==> src/rtl/serial_seq_detector.sv <==
// Serial bit-pattern detector: flags each occurrence of PATTERN[LEN-1:0] in the valid bit stream
// and keeps a saturating match count. Define SEQ_DET_NONOVERLAP_EN to forbid overlapping matches.
module serial_seq_detector #(
  parameter logic [15:0] PATTERN = 16'b1011,
  parameter int          LEN     = 4,
  parameter int          CNT_W   = 8
) (
  input  logic             clk,
  input  logic             reset,
  input  logic             din,
  input  logic             din_valid,
  input  logic             clear,
  output logic             match,
  output logic [CNT_W-1:0] match_count,
  output logic [LEN-1:0]   history
);

  localparam int               FILL_W   = $clog2(LEN + 1);
  localparam logic [FILL_W-1:0] FILL_MAX = FILL_W'(LEN);
  localparam logic [LEN-1:0]   PAT      = PATTERN[LEN-1:0];

  logic [LEN-1:0]    history_q, history_d;
  logic [FILL_W-1:0] fill_q, fill_d;
  logic [CNT_W-1:0]  count_q, count_d;
  logic              match_q, match_d;

  logic [LEN-1:0]    hist_shift;
  logic [FILL_W-1:0] fill_inc;
  logic              hit;

  generate
    if (LEN == 1) begin : g_len1
      assign hist_shift = din;
    end else begin : g_lenn
      assign hist_shift = {history_q[LEN-2:0], din};
    end
  endgenerate

  // A match needs LEN valid bits since reset/clear so a zero-filled history never fires.
  assign fill_inc = (fill_q == FILL_MAX) ? fill_q : fill_q + 1'b1;
  assign hit      = (hist_shift == PAT) && (fill_inc == FILL_MAX);

  always_comb begin
    history_d = history_q;
    fill_d    = fill_q;
    count_d   = count_q;
    match_d   = 1'b0;
    if (clear) begin
      history_d = '0;
      fill_d    = '0;
      count_d   = '0;
    end else if (din_valid) begin
      history_d = hist_shift;
      fill_d    = fill_inc;
      match_d   = hit;
      if (hit && (count_q != {CNT_W{1'b1}})) begin
        count_d = count_q + 1'b1;
      end
`ifdef SEQ_DET_NONOVERLAP_EN
      if (hit) begin
        fill_d = '0;
      end
`endif
    end
  end

  always_ff @(posedge clk) begin
    if (reset) begin
      history_q <= '0;
      fill_q    <= '0;
      count_q   <= '0;
      match_q   <= 1'b0;
    end else begin
      history_q <= history_d;
      fill_q    <= fill_d;
      count_q   <= count_d;
      match_q   <= match_d;
    end
  end

  assign match       = match_q;
  assign match_count = count_q;
  assign history     = history_q;

endmodule
==> config.mk <==
export PLATFORM = sky130hd
export DESIGN_NAME = serial_seq_detector
export DESIGN_NICKNAME = d
export VERILOG_FILES = /design/src/rtl/serial_seq_detector.sv
export SDC_FILE = /design/constraint.sdc
export NUM_CORES = 1
export LEC_CHECK = 0
export ABC_AREA = 1
export BUFFER_PORTS_ARGS = -buffer_cell sky130_fd_sc_hd__buf_4
export CORE_MARGIN = 5
export CORE_UTILIZATION = 53
export DETAILED_ROUTE_END_ITERATION = 8
export GPL_TIMING_DRIVEN = 1
export PLACE_DENSITY_LB_ADDON = 0.08
export SYNTH_ARGS = -nofsm -noshare
export SYNTH_HDL_FRONTEND = slang
export SYNTH_SLANG_ARGS = --single-unit
==> constraint.sdc <==
create_clock -name clk -period 2 [get_ports clk]
set_input_delay 0.1 -clock clk [delete_from_list [all_inputs] [get_ports clk]]
set_output_delay 0.1 -clock clk [all_outputs]
set_load 0.02 [all_outputs]
==> results of run 1 <==
final timing paths:
check,from,endpoint,slack (ns),depth (start not counted)
min reg2reg,history[3],history[3],0.48,2
max reg2reg,fill_q[0],match_count[0],0.37,11
max,fill_q[0],match_count[0],0.37,11
min,din,history[0],0.07,3
critical path: stages (launching register included):
cell and delay [ns]:
dfxtp_1 0.38, inv_1 0.07, ha_1 0.23, nand2_2 0.09, nand2_1 0.05, nand2_1 0.09, nand2_2 0.10, nor2_8 0.20
nand3_1 0.13, nand2_1 0.09, inv_1 0.04, nor2_1 0.09
cell usage in the layout (no fill, tap or decap):
| master | instances |
|---|---|
| a21oi_1 | 5 |
| buf_4 | 18 |
| clkbuf_4 | 3 |
| clkbuf_8 | 1 |
| dfxtp_1 | 16 |
| ha_1 | 3 |
| inv_1 | 31 |
| nand2_1 | 35 |
| nand2_2 | 3 |
| nand2_4 | 1 |
| nand3_1 | 9 |
| nand3_2 | 2 |
| nand4_1 | 8 |
| nand4_2 | 1 |
| nor2_1 | 13 |
| nor2_2 | 1 |
| nor2_8 | 1 |
| nor3_1 | 1 |
| nor4_1 | 1 |
| o211ai_1 | 2 |
| o21ai_0 | 3 |
cell type report:
type | instances | area, µm² | area share [%]
Tap cell | 25 | 31.3 | 2.82
Inverter | 31 | 116 | 10.5
Clock buffer | 4 | 36.3 | 3.28
Multi-Input combinational cell | 89 | 468 | 42.3
Timing Repair Buffer | 18 | 135 | 12.2
Sequential cell | 16 | 320 | 28.9
routing by layer:
layer	up-vias	global-route usage [%]	routed length (µm)
met5	-	0	0
met4	0	11.8	53
met3	5	3.72	72
met2	18	22.0	770
met1	377	22.4	897
li1	471	-	-
power by group:
part	internal, mW	leakage [nW]	switching [mW]
Clock	0.111	0.0210	0.109
Sequential	0.323	0.130	0.00445
Combinational	0.0212	0.385	0.0329
state kept, by name (all words and copies together), names as in the netlist:
name / flops
match_count: 8
match: 1
fill_q: 3
history: 4
through the flow:
step | total power [mW] | hold WS (ns) | cell area (µm²)
after global placement | 0.389 | 0.381 | 1070
after floorplan | 0.371 | 0.249 | 932
after global routing | 0.632 | 0.0815 | 1110
final | 0.602 | 0.0723 | 1110
after detailed placement | 0.389 | 0.381 | 1070
after CTS | 0.606 | 0.0631 | 1110
cells by family (layout without fill, tap and decap cells):
group / count (synthesis) / count (layout) / synth area share (%)
AOI/OAI and AO/OA: 10 / 10 / 5.90
adders and majority gates: 3 / 3 / 4.03
buffers and inverters: 35 / 53 / 15.4
DFF: 16 / 16 / 34.4
and+or+nand+nor: 76 / 76 / 40.3
==> impl_results.md, run 1 <==
- Final ANT Viol Nets: 0
- Placed Cells: 179
- YS warnings: 0
- First-iteration detailed-routing DRC count: 15
- Critical path class: flop to flop
- Pins Over Slew Limit: 0
- Vias per cell: 4.76
- Placer congestion estimate: 0.771
- Asr flop ratio synth: 0%
- Gate Count Post-Synth: 140
- # port buffers: 17
- Vias: 871
- Synth top cells by count: nand2_1, inv_1, dfxtp_1
- Setup_tns: 0 ns
- Share of the synthesized area in the top cell type: 34.4%
- # fillers: 161
- CTS root buf: clkbuf_4
- CTS tree: built
- Pre-CTS setup slack: 0.381 ns
- Synth area leader: dfxtp_1
- Global-route wire length before repair: 3260 µm
- Slack of the critical path: 0.373 ns
- Top-count cell post-synth: nand2_1
- H-tree depth: 1
- Cell variety after synth: 21
- Hpwl dp: 1350 µm
- Fmax achieved: 615 MHz
- Layout cells sized above 1: 19.6%
- Hold Fails Final Rpt: 0
- Post-synth top flop: dfxtp_1
- # Max-Cap Violations: 0
- Clk buf depth: 2
- CP required: 2.24 ns
- Clock Pin Slew Worst Setup and Hold Paths: 0.09 ns
- CTS buffer count: 3
- Starting Density: 54.6%
- Die X: 51.9 µm
- Number of diodes: 0
- CP Launch Type: flop
- Critical Path Sink Type: flop
- Length of the first detailed-routing pass in iterations: 4
- Core Footprint: 1710 µm²
- Fin cells: 183
- DIE HEIGHT: 51.9 µm
- Final critical-path share of the clock period: 81.4%
- Layout area overhead: 18.8%
- Post-CTS Setup Inserts: 0
- Pwr/cell area: 543 nW/µm²
- Slew of the pin with the lowest slew margin: 0.407 ns
- Max Fanout on Critical Path: 15
- Cts repair resizes: 0
- Clock skew: 0.00326 ns
- # setup viols final: 0
- Vias in the first global route: 772
- Peak supply drop: 0.000539 V
- IO Pins: 18
- Largest net degree at the start of global routing: 16
- Die Footprint: 2700 µm²
- RSZ-0062 raised after global routing: false
- Routed length per instance: 9.80 µm
- Yosys reg bits: 16
- Post-CTS Hold Buffers: 0
- Total GRT Usage: 16.3%
- Total grt overflow: 0
- WP data arrival: 1.86 ns
- Routed WL: 1790 µm
- Status: finished, final reports clean
- Worst slew margin: 72.8%
- Leak: 0.535 nW
- Clock Latency Late Sink: 0.29 ns
- Total Nets Final: 167
- Fin crit period: 1.63 ns
- # clock sinks: 16
- Mapped Nets: 148
- Synth area leaders: dfxtp_1, nand2_1, inv_1
- Register area share after synthesis: 34.4%
- Post-Syn Area: 932 µm²
- DRC Markers: 0
- Post-synth EDFFs: 0
- Mean post-synth cell area: 6.66 µm²
- Initial antenna violation count: 0
- Hold/Removal Path Class: input pin to flop
- Util after Layout: 64.8%
- Row cnt: 15
Power figures use the tool's default switching activity.
==> run 2, diff against run 1 <==
==> constraint.sdc (replaced) <==
create_clock -name clk -period 1.66 [get_ports clk]
set_input_delay 0.083 -clock clk [delete_from_list [all_inputs] [get_ports clk]]
set_output_delay 0.083 -clock clk [all_outputs]
set_load 0.02 [all_outputs]
==> impl_results.md, run 2 (synthesis results as in run 1) <==
- Status: finished, final reports clean
- # setup viols final: 0 (unchanged)
- Placed Area: 1070 µm² (unchanged)
- WP data arrival: 1.78 ns (-0.08 ns)
- Largest net degree at the start of global routing: 16 (unchanged)
- FF/Latch Area: 323 µm² (+0.78%)
- Fmax achieved: 647 MHz (+5.2%)
- Fin cells: 184 (+0.55%)
- Hold EP: history[0]
- Layout cells sized above 1: 22.0% (+2.4 points)
- Routed length per instance: 10.4 µm (+6.3%)
- CTS buffer count: 3 (unchanged)
- Starting Density: 54.6% (unchanged)
- Slowest stage cell, crit path: dfxtp_2
- Initial antenna violation count: 0 (unchanged)
- Final critical-path share of the clock period: 93.1% (+12 points)
- Placed Cells: 179 (unchanged)
- Worst slew margin: 73.2% (+0.44 points)
- Final ANT Viol Nets: 0 (unchanged)
- Peak supply drop: 0.000462 V (-14%)
- Global-route wire length before repair: 3350 µm (+3.0%)
- DIE HEIGHT: 51.9 µm (unchanged)
- Total GRT Usage: 16.2% (-0.13 points)
- Vias per cell: 4.92 (+3.5%)
- CP required: 1.89 ns (-0.35 ns)
- Slack of the critical path: 0.114 ns (-0.259 ns)
- Worst reg2reg path depth: 10 (-1)
- # port buffers: 17 (unchanged)
- Die X: 51.9 µm (unchanged)
- CP Launch Type: flop
- # clock sinks: 16 (unchanged)
- Core Footprint: 1710 µm² (unchanged)
- Critical Path Sink Type: flop
- Worst-path cell chain: inv_1 > ha_1 > nand2_2 > nand3_1 > nand2_4 > nor2_4 > nand3_2 > nand2_1 > inv_1 > nor2_1
- Clock Pin Slew Worst Setup and Hold Paths: 0.09 ns (about the same)
- Total grt overflow: 0 (unchanged)
- Hold Fails Final Rpt: 0 (unchanged)
- Die Footprint: 2700 µm² (unchanged)
- Slew of the pin with the lowest slew margin: 0.401 ns (-0.00664 ns)
- Hold path startpoint: din
- Max reg flops: 8 (unchanged)
- Fin crit period: 1.55 ns (-0.0811 ns)
- First-iteration detailed-routing DRC count: 9 (-6)
- Pre-CTS setup slack: 0.0715 ns (-0.309 ns)
- Routed WL: 1920 µm (+6.9%)
- Hold Crit Depth: 3 (unchanged)
- Design Power: 722 µW (+20%)
- # Max-Cap Violations: 0 (unchanged)
- Row cnt: 15 (unchanged)
- Final instance area: 1130 µm² (+1.9%)
- Leak: 0.548 nW (+2.3%)
- Max Fanout on Critical Path: 7 (-8)
- Length of the first detailed-routing pass in iterations: 4 (unchanged)
- Max stage delay on crit path: 0.35 ns (-0.03 ns)
- Post-CTS Setup Inserts: 0 (unchanged)
- Hold/Removal Path Class: input pin to flop
- Area of the multi-input gates: 487 µm² (+4.0%)
- CTS tree: built
- Vias: 906 (+4.0%)
- Most frequent cells in the layout: nand2_1, inv_1, buf_4, dfxtp_1, nor2_1
- DRC Markers: 0 (unchanged)
- Pins Over Slew Limit: 0 (unchanged)
- Post-CTS Hold Buffers: 0 (unchanged)
- Vias in the first global route: 822 (+6.5%)
- IO Pins: 18 (unchanged)
- CTS root buf: clkbuf_4
- Reg-to-reg endpoint: match_count[6]
- Total Nets Final: 168 (+0.60%)
- Clk buf depth: 2 (unchanged)
- Setup_tns: 0 ns (unchanged)
- Hpwl dp: 1400 µm (+4.0%)
- H-tree depth: 1 (unchanged)
- Layout area overhead: 21.1%
- Placer congestion estimate: 0.786 (+2.0%)
- Clock skew: 0.000713 ns (-0.00255 ns)
- Clock Latency Late Sink: 0.28 ns (about the same)
- Cts repair resizes: 0 (unchanged)
- Pwr/cell area: 640 nW/µm² (+18%)
- Most common cell after layout, fill and taps aside: nand2_1
- R2R setup slack: 0.11 ns (-0.26 ns)
- # fillers: 161 (unchanged)
- Reg-to-reg startpoint: fill_q[0]
- Number of diodes: 0 (unchanged)
- Critical path class: flop to flop
- Most used cell, CP: inv_1
## run 2: cell type report
cell class,instances,area share [%]
Multi-Input combinational cell,90,43.1
Tap cell,25,2.77
Inverter,31,10.3
Clock buffer,4,3.22
Sequential cell,16,28.6
Timing Repair Buffer,18,12.0
## run 2: worst max-delay path, delay by kind of cell (launching register included)
family	cells	cell delay, ns
flip-flops	1	0.35
AND/OR/NAND/NOR	7	0.85
adder cells (fa/ha/maj)	1	0.20
buffers and inverters	2	0.10
## run 2: worst max-delay path by stage
stage | startpoint | end | cells after the start
2_1_floorplan | fill_q[0] | match_count[2] | 11
3_3_place_gp | fill_q[0] | match_count[1] | 11
3_5_place_dp | fill_q[0] | match_count[0] | 11
4_1_cts | fill_q[0] | match_count[0] | 11
5_1_grt | fill_q[0] | match_count[0] | 11
6_report | fill_q[0] | match_count[6] | 10
## run 2: report_power, final
part	leakage, nW	internal [mW]	total (mW)	switching (mW)
clock network	0.0210	0.133	0.256	0.123
logic	0.397	0.0263	0.0707	0.0445
registers	0.130	0.390	0.395	0.00532
total	0.548	0.550	0.722	0.173
## run 2: metrics by stage
stage	hold slack (ns)	utilization [%]
after global placement	0.362	62.7
final	0.0632	66.1
after floorplan	0.232	-
after detailed placement	0.370	62.7
after global routing	0.0813	66.1
after CTS	0.0629	64.8
## run 2: routing by layer
layer / wire length, µm / up-vias / track usage (%) / part of all wire (%)
li1: - / 480 / - / -
met1: 906 / 402 / 22.5 / 47
met2: 892 / 20 / 24.1 / 47
met3: 82 / 4 / 2.58 / 4.3
met4: 36 / 0 / 7.86 / 1.9
met5: 0 / - / 0 / 0
==> run 3, diff against run 2 <==
--- a/config.mk
+++ b/config.mk
@@ -7,7 +7,7 @@
 export LEC_CHECK = 0
 export ABC_AREA = 1
 export BUFFER_PORTS_ARGS = -buffer_cell sky130_fd_sc_hd__buf_4
-export CORE_MARGIN = 5
+export CORE_MARGIN = 1
 export CORE_UTILIZATION = 53
 export DETAILED_ROUTE_END_ITERATION = 8
 export GPL_TIMING_DRIVEN = 1
==> impl_results.md, run 3 (synthesis results as in run 1) <==
- Setup_tns: 0 ns (unchanged)
- Final ANT Viol Nets: 0 (unchanged)
- Total grt overflow: 0 (unchanged)
- H-tree depth: 1 (unchanged)
- P_int: 552 µW (+0.45%)
- Layout area overhead: 24.8%
- Comb pwr share: 10.0% (+0.2 points)
- FF/Latch Area: 323 µm² (unchanged)
- Reg-to-reg endpoint: match_count[6]
- Vias: 926 (+2.2%)
- Leak: 0.587 nW (+7.2%)
- Max Fanout on Critical Path: 7 (unchanged)
- CTS buffer count: 3 (unchanged)
- Worst-path cell chain: buf_4 > ha_1 > inv_1 > nand2_1 > nand3_2 > nand2_4 > nor2_8 > buf_6 > nand3_2 > nand2_1 > inv_1 > nor2_1
- Hold Crit Depth: 3 (unchanged)
- CP Launch Type: flop
- Total GRT Usage: 20.0% (+3.8 points)
- Number of diodes: 0 (unchanged)
- Layout cells sized above 1: 25.2% (+3.1 points)
- Reg-to-reg startpoint: fill_q[0]
- Worst reg2reg path depth: 12 (+2)
- Final instance area: 1160 µm² (+3.1%)
- # fillers: 118 (-27%)
- DIE HEIGHT: 43.9 µm (-15%)
- Placed Area: 1060 µm² (-1.1%)
- Largest net degree at the start of global routing: 16 (unchanged)
- CP delay by family, top: simple AND/OR/NAND/NOR gates
- Seq pwr share: 54.1% (-0.6 points)
- Placer congestion estimate: 0.785 (-0.18%)
- Die Footprint: 1930 µm² (-28%)
- P_sw: 179 µW (+3.4%)
- Pwr/cell area: 628 nW/µm² (-1.9%)
- # Max-Cap Violations: 0 (unchanged)
- Fmax achieved: 642 MHz (-0.77%)
- # clock sinks: 16 (unchanged)
- Worst slew margin: 71.1% (-2.1 points)
- Routed WL: 1930 µm (+0.47%)
- Routed length per instance: 10.8 µm (+3.3%)
- R2R setup slack: 0.10 ns (about the same)
- CP required: 1.89 ns (about the same)
- Critical Path Sink Type: flop
- Clk buf depth: 2 (unchanged)
- Global-route wire length before repair: 2950 µm (-12%)
- First-iteration detailed-routing DRC count: 23 (+14)
- Fin crit period: 1.56 ns (+0.0120 ns)
- Clock skew: 0.00798 ns (+0.00726 ns)
- Max stage delay on crit path: 0.34 ns (about the same)
- Clock Pin Slew Worst Setup and Hold Paths: 0.10 ns (about the same)
- RSZ-0062 raised after global routing: false
- Slowest stage cell, crit path: dfxtp_2
- Switching Share: 24.4% (+0.54 points)
- Peak supply drop: 0.000504 V (+9.2%)
- Core Footprint: 1580 µm² (-7.7%)
- # port buffers: 17 (unchanged)
- Most common cell after layout, fill and taps aside: nand2_1
- Status: finished, final reports clean
- WP data arrival: 1.79 ns (about the same)
- Most frequent cells in the layout: nand2_1, inv_1, buf_4, dfxtp_1, nor2_1
- Hold Fails Final Rpt: 0 (unchanged)
- Hold/Removal Path Class: input pin to flop
- # setup viols final: 0 (unchanged)
- Initial antenna violation count: 0 (unchanged)
- Clock Latency Late Sink: 0.29 ns (about the same)
- CTS root buf: clkbuf_4
- Critical path class: flop to flop
- Final critical-path share of the clock period: 93.9% (+0.72 points)
- Row cnt: 14 (-1)
- Vias per cell: 5.17 (+5.1%)
- Hold path startpoint: din
- Starting Density: 59.1% (+4.5 points)
- CTS tree: built
- Area of the multi-input gates: 492 µm² (+1.0%)
- Total Nets Final: 172 (+2.4%)
- Post-CTS Hold Buffers: 0 (unchanged)
- Length of the first detailed-routing pass in iterations: 4 (unchanged)
- Slew of the pin with the lowest slew margin: 0.432 ns (+0.0316 ns)
- Clock power frac: 35.9% (+0.4 points)
- Pins Over Slew Limit: 0 (unchanged)
- Hpwl dp: 1310 µm (-6.7%)
- Vias in the first global route: 718 (-13%)
- IO Pins: 18 (unchanged)
- Max reg flops: 8 (unchanged)
- DRC Markers: 0 (unchanged)
- Hold EP: history[0]
- Die X: 43.9 µm (-15%)
- Buf/Inv on CP: 4 (+2)
-- run 3: through the flow --
stage | hold slack [ns] | util (%) | setup WS (ns) | total power, mW | instances
floorplan | 0.232 | - | 0.190 | 0.447 | 140
global placement | 0.362 | 67.2 | 0.115 | 0.468 | 170
detailed placement | 0.372 | 67.2 | 0.0466 | 0.470 | 170
CTS | 0.0552 | 69.5 | 0.0144 | 0.729 | 174
global route | 0.0634 | 73.8 | 0.00738 | 0.758 | 179
finish | 0.0545 | 73.8 | 0.102 | 0.731 | 179
-- run 3: final cells by class --
cell class / instances / share of cell area, %
Sequential cell: 16 / 27.7
Clock buffer: 4 / 3.12
Timing Repair Buffer: 23 / 15.2
Inverter: 31 / 10.0
Multi-Input combinational cell: 89 / 42.3
Tap cell: 16 / 1.72
-- run 3: worst max path at each step --
| stage | start | to | depth (start not counted) |
|---|---|---|---|
| CTS | fill_q[0] | match_count[0] | 11 |
| detailed placement | fill_q[0] | match_count[0] | 11 |
| finish | fill_q[0] | match_count[6] | 12 |
| floorplan | fill_q[0] | match_count[2] | 11 |
| global route | fill_q[0] | match_count[4] | 12 |
| global placement | fill_q[0] | match_count[0] | 11 |
-- run 3: timing repair --
| item | in CTS | in global routing |
|---|---|---|
| setup endpoints to repair | 0 | 8 |
| buffers inserted | 0 | 5 |
| gates resized for setup | 0 | 10 |
-- run 3: worst min-delay path, cell delays in order --
cell,delay (ns)
buf_4,0.11
nand2_1,0.05
a21oi_1,0.06
-- run 3: power groups by stage --
stage / Clock, mW / Combinational, mW / Sequential, mW
after CTS: 0.268 / 0.0662 / 0.395
after global placement: 0 / 0.0646 / 0.403
final: 0.262 / 0.0734 / 0.395
after global routing: 0.280 / 0.0818 / 0.396
after floorplan: 0 / 0.0410 / 0.406
after detailed placement: 0 / 0.0660 / 0.404
-- run 3: routing by layer --
layer / GRT usage, % / wire length (µm)
met1: 29.3 / 916
met2: 29.9 / 930
met3: 2.50 / 78
met4: 7.88 / 0
met5: 0 / 0
